$ cat src/rtl/mv_decode_sequencer.sv
// ---- mv_decode_sequencer: drives get_motion_code and rebuilds one wrapped MPEG-2 motion vector (H then V) per start
// ---- Revision 1.0
`default_nettype none
`timescale 1ns/1ps

module mv_decode_sequencer (
  input  logic               clk,
  input  logic               rst,
  input  logic               start,
  input  logic [3:0]         f_code_h,
  input  logic [3:0]         f_code_v,
  input  logic signed [12:0] pmv_h,
  input  logic signed [12:0] pmv_v,
  input  logic [31:0]        bs_bits,
  input  logic               bs_valid,
  output logic               bs_adv,
  output logic [4:0]         bs_len,
  output logic [10:0]        gmc_buf,
  output logic               gmc_in_valid,
  input  logic [4:0]         gmc_outshift,
  input  logic [4:0]         gmc_mcode,
  output logic signed [12:0] mv_h,
  output logic signed [12:0] mv_v,
  output logic               mv_valid,
  output logic               busy,
  output logic               err
);

  typedef enum logic [3:0] {
    IDLE   = 4'd0,
    H_CODE = 4'd1,
    H_WAIT = 4'd2,
    H_RES  = 4'd3,
    H_CALC = 4'd4,
    V_CODE = 4'd5,
    V_WAIT = 4'd6,
    V_RES  = 4'd7,
    V_CALC = 4'd8,
    DONE   = 4'd9
  } state_t;

  state_t             state;
  logic [3:0]         fcode_h_l;
  logic [3:0]         fcode_v_l;
  logic signed [12:0] pmv_h_l;
  logic signed [12:0] pmv_v_l;
  logic [4:0]         mag;
  logic               sgn;
  logic [7:0]         res;

  logic               is_v;
  logic [3:0]         cur_f;
  logic [3:0]         rsz;
  logic signed [12:0] cur_pmv;
  logic [4:0]         mcode_abs;
  logic               code_sign;
  logic [7:0]         resid;
  logic [14:0]        delta;
  logic signed [14:0] span;
  logic signed [14:0] sum;
  logic signed [12:0] mv_next;
  logic               win_ok;
  logic               start_bad;

  assign gmc_buf = bs_bits[31:21];

  // A window is never trusted in the cycle our own bs_adv is still showing.
  assign win_ok = bs_valid && !bs_adv;

  assign start_bad = (f_code_h == 4'd0) || (f_code_h > 4'd9) ||
                     (f_code_v == 4'd0) || (f_code_v > 4'd9);

  always_comb begin
    is_v      = (state == V_CODE) || (state == V_WAIT) ||
                (state == V_RES)  || (state == V_CALC);
    cur_f     = is_v ? fcode_v_l : fcode_h_l;
    rsz       = cur_f - 4'd1;
    cur_pmv   = is_v ? pmv_v_l : pmv_h_l;
    // 5'b10000 negates to itself, which reads as an unsigned 16.
    mcode_abs = gmc_mcode[4] ? (~gmc_mcode + 5'd1) : gmc_mcode;
    code_sign = bs_bits[5'd31 - (gmc_outshift - 5'd1)];
    resid     = bs_bits[31:24] >> (4'd8 - rsz);
    delta     = 15'd0;
    if (mag != 5'd0)
      delta = ({10'd0, mag - 5'd1} << rsz) + {7'd0, res} + 15'd1;
    span      = 15'sd16 <<< rsz;
    sum       = $signed({{2{cur_pmv[12]}}, cur_pmv}) +
                (sgn ? -$signed(delta) : $signed(delta));
    if (sum > span - 15'sd1)
      mv_next = 13'(sum - (span <<< 1));
    else if (sum < -span)
      mv_next = 13'(sum + (span <<< 1));
    else
      mv_next = 13'(sum);
  end

  always_ff @(posedge clk) begin
    if (!rst) begin
      state        <= IDLE;
      fcode_h_l    <= 4'd0;
      fcode_v_l    <= 4'd0;
      pmv_h_l      <= 13'sd0;
      pmv_v_l      <= 13'sd0;
      mag          <= 5'd0;
      sgn          <= 1'b0;
      res          <= 8'd0;
      bs_adv       <= 1'b0;
      bs_len       <= 5'd0;
      gmc_in_valid <= 1'b0;
      mv_h         <= 13'sd0;
      mv_v         <= 13'sd0;
      mv_valid     <= 1'b0;
      busy         <= 1'b0;
      err          <= 1'b0;
    end else begin
      bs_adv       <= 1'b0;
      gmc_in_valid <= 1'b0;
      mv_valid     <= 1'b0;
      err          <= 1'b0;
      case (state)
        IDLE: begin
          if (start) begin
            fcode_h_l <= f_code_h;
            fcode_v_l <= f_code_v;
            pmv_h_l   <= pmv_h;
            pmv_v_l   <= pmv_v;
            if (start_bad) begin
              err <= 1'b1;
            end else begin
              state <= H_CODE;
              busy  <= 1'b1;
            end
          end
        end
        H_CODE, V_CODE: begin
          if (win_ok) begin
            gmc_in_valid <= 1'b1;
            state        <= (state == H_CODE) ? H_WAIT : V_WAIT;
          end
        end
        H_WAIT, V_WAIT: begin
          mag    <= (gmc_outshift > 5'd1) ? mcode_abs : 5'd0;
          sgn    <= (gmc_outshift > 5'd1) && code_sign;
          res    <= 8'd0;
          bs_adv <= 1'b1;
          bs_len <= gmc_outshift;
          if ((rsz != 4'd0) && (gmc_outshift > 5'd1) && (mcode_abs != 5'd0))
            state <= (state == H_WAIT) ? H_RES : V_RES;
          else
            state <= (state == H_WAIT) ? H_CALC : V_CALC;
        end
        H_RES, V_RES: begin
          if (win_ok) begin
            res    <= resid;
            bs_adv <= 1'b1;
            bs_len <= {1'b0, rsz};
            state  <= (state == H_RES) ? H_CALC : V_CALC;
          end
        end
        H_CALC: begin
          mv_h  <= mv_next;
          state <= V_CODE;
        end
        V_CALC: begin
          // mv_valid is raised on entry so it is visible while in DONE.
          mv_v     <= mv_next;
          mv_valid <= 1'b1;
          state    <= DONE;
        end
        DONE: begin
          busy  <= 1'b0;
          state <= IDLE;
        end
        default: begin
          busy  <= 1'b0;
          state <= IDLE;
        end
      endcase
    end
  end

endmodule

`default_nettype wire

$ cat config.mk
export PLATFORM = sky130hd
export DESIGN_NAME = mv_decode_sequencer
export DESIGN_NICKNAME = d
export VERILOG_FILES = /design/src/rtl/mv_decode_sequencer.sv
export SDC_FILE = /design/constraint.sdc
export NUM_CORES = 1
export LEC_CHECK = 0
export BUFFER_PORTS_ARGS = -buffer_cell sky130_fd_sc_hd__buf_2
export CORE_ASPECT_RATIO = 1.1
export CORE_MARGIN = 2
export CORE_UTILIZATION = 55
export CTS_CLUSTER_DIAMETER = 100
export DETAILED_ROUTE_END_ITERATION = 12
export PLACE_DENSITY = 0.78
export RECOVER_POWER = 50
export SETUP_SLACK_MARGIN = 0.5
export SLEW_MARGIN = 20
export SYNTH_ARGS = -nofsm -noshare
export SYNTH_HDL_FRONTEND = slang
export SYNTH_SLANG_ARGS = --single-unit
export TNS_END_PERCENT = 30
$ cat constraint.sdc
create_clock -name clk -period 11.89 [get_ports clk]
set_input_delay 1.189 -clock clk [delete_from_list [all_inputs] [get_ports clk]]
set_output_delay 1.189 -clock clk [all_outputs]
set_load 0.005 [all_outputs]
**Word level (Yosys, flattened, before mapping)**

Index checks and enable logic that the tools add are counted.

- Shift-type cells: 3
- Bitwise gates (word level): 2
- $lt $le $gt $ge: 6
- $add $sub $neg: 14
- Equality and inequality tests: 12
- Reductions and logical operators: 28
- Mux-type cells: 31

Operators with widths:

| cell | count |
|---|---|
| $mux 13 | 3 |
| $mux 4 | 8 |
| $mux 15 | 2 |
| $neg 15->15 | 2 |
| $pmux 4 s6 | 1 |
| $eq 4x3->1 const B | 4 |
| $pmux 8 s2 | 1 |
| $add 13x15->15 | 1 |
| $add 15x1->15 const B | 1 |
| $add 15x8->15 | 1 |
| $gt 15x15->1 | 1 |
| $lt 15x15->1 | 1 |
| $mux 5 | 3 |
| $shl 5x4->15 | 1 |
| $sshl 6x4->15 const A | 1 |
| $sub 15x2->15 const B | 1 |
| $add 13x13->13 | 1 |
| $sub 13x13->13 | 1 |
| $logic_not 4->1 | 3 |
| $pmux 5 s2 | 1 |
| $reduce_bool 5->1 | 2 |
| $sub 5x1->5 const B | 2 |
| $eq 4x2->1 const B | 2 |
| $gt 4x4->1 const B | 2 |
| other kinds (27) | 50 |

- Bits of input ports: 80
- Register bits after elaboration: 88

**Logic depth before layout (Yosys ltp)**

- Depth in word-level cells: 16
- Depth in mapped cells: 44
- Gate-level depth less buffers: 40

**Worst setup path before layout**

No wires, ideal clock.

- Kind: register to register
- From: register state[1]
- To: register mv_h[10]
- Setup time: 0.137 ns
- Path slack: 3.859 ns
- Data arrival time: 7.894 ns
- Cell stages (with the launch flop): 41
- Required time: 11.753 ns
- Path through: dfxtp_1 -> or4b_1 -> buf_2 -> o21ai_4 -> mux2_4 -> buf_6 -> inv_2 -> buf_2 -> ha_1 -> clkbuf_1 -> nand2b_1 -> nor2_1 -> ha_1 -> nor2b_1 -> o21ai_0 -> a21oi_1 -> o21ai_0 -> a21boi_0 -> [5 not listed] -> nand3_1 -> nand2_1 -> xnor2_1 -> ha_1 -> or4_1 -> o21ai_0 -> o21bai_1 -> a21oi_1 -> xor2_1 -> xnor2_1 -> ha_1 -> nand2_1 -> and4bb_1 -> a32o_1 -> a21oi_4 -> mux2_1 -> a222oi_1 -> a211oi_1

- Longest elaborated chain between the ends: 16
- Elaborated cells on any way between the ends: 27
- Those cells by class: add/sub (9); order compare (2); eq/ne (5); shift (2); mux (6); reduce/logical (3)

RTL lines:

| what | RTL line | text |
|---|---|---|
| start, declared | 42 | `state_t state;` |
| start signal, assigned | 138 | `state <= (state == H_CODE) ? H_WAIT : V_WAIT;` |
| start signal, assigned | 148 | `state <= (state == H_WAIT) ? H_RES : V_RES;` |
| start signal, assigned | 150 | `state <= (state == H_WAIT) ? H_CALC : V_CALC;` |
| $eq 4x3->1 | 74 | `is_v = (state == V_CODE) \|\| (state == V_WAIT) \|\|` |
| $logic_or 1x1->1 (2 in a row) | 74 |  |
| $logic_or 1x1->1 | 75 | `(state == V_RES) \|\| (state == V_CALC);` |
| $mux 4 | 76 | `cur_f = is_v ? fcode_v_l : fcode_h_l;` |
| $sub 4x1->4 | 77 | `rsz = cur_f - 4'd1;` |
| $shl 5x4->15 | 85 | `delta = ({10'd0, mag - 5'd1} << rsz) + {7'd0, res} + 15'd1;` |
| $add 15x8->15 | 85 |  |
| $add 15x1->15 | 85 |  |
| $mux 15 | 84 | `if (mag != 5'd0)` |
| $neg 15->15 | 88 | `(sgn ? -$signed(delta) : $signed(delta));` |
| $mux 15 | 88 |  |
| $add 13x15->15 | 87 | `sum = $signed({{2{cur_pmv[12]}}, cur_pmv}) +` |
| $add 13x13->13 / $lt 15x15->1 (equally long branches) | 92, 91 |  |
| $mux 13 | 91 | `else if (sum < -span)` |
| $mux 13 | 89 | `if (sum > span - 15'sd1)` |
| end signal, assigned | 161 | `mv_h <= mv_next;` |
| end, declared | 22 | `output logic signed [12:0] mv_h,` |

Several ways; a longest one is shown, not always the timed one.
A chain may end at the register's enable or synchronous reset.

**Worst setup path in the final report**

- From: register state[0]
- To: register mv_v[10]

- Longest elaborated chain between the ends: 16
- Elaborated cells on any way between the ends: 26
- Those cells by class: add/sub (9); order compare (2); eq/ne (4); shift (2); mux (6); reduce/logical (3)

RTL lines:

| what | RTL line | text |
|---|---|---|
| $eq 4x3->1 | 74 |  |
| $logic_or 1x1->1 (2 in a row) | 74 |  |
| $logic_or 1x1->1 | 75 |  |
| $mux 4 | 76 |  |
| $sub 4x1->4 | 77 |  |
| $shl 5x4->15 | 85 |  |
| $add 15x8->15 | 85 |  |
| $add 15x1->15 | 85 |  |
| $mux 15 | 84 |  |
| $neg 15->15 | 88 |  |
| $mux 15 | 88 |  |
| $add 13x15->15 | 87 |  |
| $add 13x13->13 / $lt 15x15->1 (equally long branches) | 92, 91 |  |
| $mux 13 | 91 |  |
| $mux 13 | 89 |  |
| end signal, assigned | 166 | `mv_v <= mv_next;` |
| end, declared | 23 | `output logic signed [12:0] mv_v,` |

Several ways; a longest one is shown, not always the timed one.

==> metrics.md <==
| Metric | Value |
|---|---|
| Status | finished with violations |
| Failing checks | max-capacitance violations, max-slew violations |
| Setup Skew | 0.00779 ns |
| First-pass GRT wire length | 32.5 mm |
| Final WL | 20.0 mm |
| RSZ-0062 raised after global routing | no |
| DRT Pass-1 Iters | 5 |
| Post-Synthesis Cells | 1016 |
| Syn_nets | 1164 |
| Share of layout cells above drive strength 1 | 0.153 |
| Clock share of power | 0.217 |
| Vias in the first global route | 6933 |
| Antenna violations before repair | 0 |
| Period minus WS final | 9.92 ns |
| HPWL after detailed placement | 15.6 mm |
| Worst path max stage delay | 0.86 ns |
| Lkg Pwr | 3.65 nW |
| Max-slew headroom | -0.400 |
| VDD IR-drop max | 0.0669 mV |
| CTS buffer count | 9 |
| Most used DFF post-synth | dfxtp_1 |
| Vert. Die Dim | 128 um |
| Final-layout fill cell count | 1344 |
| Crit path DAT | 10.12 ns |
| Int Power | 0.000734 W |
| Combinational share of power | 0.525 |
| Vias per inst | 5.80 |
| Gp weighted congestion | 0.970 |
| Grt ovf | 0 |
| Power Total | 0.00132 W |
| Htree depth | 3 |
| Kind of critical path | register to register |
| Clock transition at path regs | 0.07 ns |
| Slew of the pin with the lowest slew margin | 2.10 ns |
| NumNets Final | 1247 |
| Area occupied by multi-input gates | 5470 um2 |
| FF+latch area | 1760 um2 |
| EDFF count, synth | 0 |
| Async S/R FF share, synth | 0 |
| Critical path endpoint category | register |
| Commonest non-fill, non-tap cell in the layout | nand2_1 |
| Postcts setup bufs | 0 |
| Core Rows | 45 |
| Sw Pwr | 0.000585 W |
| Max Fclk | 0.101 GHz |
| CP max-delay cell | or4b_1 |
| Sequential power share | 0.258 |
| Total number of vias | 7494 |
| Number of DRC markers in iteration 0 | 551 |
| Utilization after layout | 0.624 |
| Clk root buf | clkbuf_16 |
| Mapped cell area | 7690 um2 |
| Post-Syn Area per Cell | 7.57 um2 |
| Synth top area share | 0.229 |
| Area leader, netlist | dfxtp_1 |
| Worst-case clock buffer depth | 2 |
| Min-delay worst type | register to register |
| # setup viols final | 0 |
| Die area | 14900 um2 |
| Total GRT Usage | 0.272 |
| Crit start category | register |
| Power Dens Cells | 154 nW/um2 |
| Synthesis Warnings | 0 |
| Chip width | 117 um |
| Worst-Skew Late Latency | 0.36 ns |
| Max Slew Vio Count | 83 |
| IO Count | 127 |
| Flops & latches, synth | 88 |
| DRC | 0 |
| Setup_tns | 0 ns |
| Area Overhead vs Synth | 11.5% |
| DR WL/cell | 15.5 um |
| Synth area leaders | dfxtp_1, ha_1, nand2_1 |
| Synth unique cells | 82 |
| Period utilization | 0.834 |
| Most frequent cells in the layout | nand2_1, nor2_1, buf_2, a21oi_1, dfxtp_1 |
| Post_cts resized | 0 |
| Hold Vio Cnt, Final | 0 |
| Hold buffers post-CTS | 0 |
| WP data required | 12.09 ns |
| Sinks on Clock Net | 88 |
| Core area | 13700 um2 |
| Max-Cap Viols | 2 |
| Crit-path max FO | 29 |
| Seq/Total Area, Yosys | 0.229 |
| Largest net degree at the start of global routing | 47 |
| Ant. Diodes | 0 |
| Antenna Nets Post-Route | 0 |
| CTS tree | yes |
| Sw Ratio | 0.444 |
| Initial Utilization | 0.560 |
| Port bufs | 126 |
[path summary, 6_finish.rpt]
check	from	end	slack, ns	depth (start not counted)
max	state[0]$_SDFFE_PN0P_	mv_v[10]$_SDFFE_PN0P_	1.97	37
min	pmv_h_l[7]$_SDFFE_PN0P_	pmv_h_l[7]$_SDFFE_PN0P_	0.45	2
max reg2reg	state[0]$_SDFFE_PN0P_	mv_v[10]$_SDFFE_PN0P_	1.97	37
min reg2reg	pmv_h_l[7]$_SDFFE_PN0P_	pmv_h_l[7]$_SDFFE_PN0P_	0.45	2
[stage by stage]
| step | cells | setup slack, ns | hold slack [ns] | instance area, um2 |
|---|---|---|---|---|
| final | 1292 | 1.97 | 0.455 | 8570 |
| after CTS | 1292 | 2.12 | 0.455 | 8620 |
| after global placement | 1276 | 2.35 | 0.441 | 8320 |
| after floorplan | 1016 | 3.86 | 0.433 | 7690 |
| after detailed placement | 1276 | 2.17 | 0.445 | 8320 |
| after global routing | 1292 | 1.07 | 0.468 | 8570 |
[metal layers]
layer  share of wire  vias to the layer above  track usage
met5               0                        -            0
met4           0.038                        0        0.121
met3           0.052                       54       0.0459
met2            0.48                      239        0.460
met1            0.43                     3450        0.335
li1                -                     3751            -
[power by group through the flow]
stage / registers, W / clock network, W / logic [W]
5_1_grt: 0.000343 / 0.000305 / 0.000765
6_report: 0.000340 / 0.000287 / 0.000692
3_5_place_dp: 0.000346 / 0 / 0.000680
4_1_cts: 0.000339 / 0.000293 / 0.000685
2_1_floorplan: 0.000334 / 0 / 0.000543
3_3_place_gp: 0.000345 / 0 / 0.000672
[flip-flops by register name, summed over array words and instances, names as in the netlist]
signal	cells
sgn	1
mv_valid	1
mv_h	13
busy	1
mag	5
err	1
pmv_v_l	13
res	8
bs_adv	1
mv_v	13
fcode_h_l	4
state	4
gmc_in_valid	1
fcode_v_l	4
bs_len	5
pmv_h_l	13
[critical path: cells and delay by family, from the launching register on]
family	cells	cell delay, ns
adder cells (fa/ha/maj)	3	0.77
AO/OA/AOI/OAI	15	3.44
XOR/XNOR	3	0.56
buffers and inverters	1	0.25
flip-flops	1	0.60
multiplexers	3	1.08
AND/OR/NAND/NOR	12	3.03
[synth_stat cells, types with 12 or more instances]
library cell and n:
a211oi_1 26, mux4_2 12, a21oi_1 94, mux2_2 17, nor3_1 27, clkbuf_1 36, nand3_1 20, ha_1 65
dfxtp_1 88, mux2i_1 19, nand2_1 155, inv_1 44, buf_4 12, nand2b_1 16, xor2_1 22, xnor2_1 34
nor2_1 112, o21ai_0 40
[logic make-up (layout without fill, tap and decap cells)]
| kind of cell | count (synthesis) | after routing | synth area share |
|---|---|---|---|
| xor+xnor | 56 | 56 | 0.0638 |
| mux | 50 | 50 | 0.0882 |
| buf+inv | 107 | 195 | 0.0600 |
| simple gates | 398 | 398 | 0.236 |
| flops | 88 | 88 | 0.229 |
| fa+ha+maj | 68 | 68 | 0.114 |
| compound gates | 249 | 249 | 0.210 |
[final cells by class]
class | count | share of cell area
inverters | 48 | 0.0210
clock inverters | 7 | 0.00846
repair buffers | 131 | 0.0731
well taps | 188 | 0.0274
clock buffers | 9 | 0.0263
flip-flops and latches | 88 | 0.205
multi-input cells | 821 | 0.638
No activity file was read; power rests on OpenSTA's default activity.
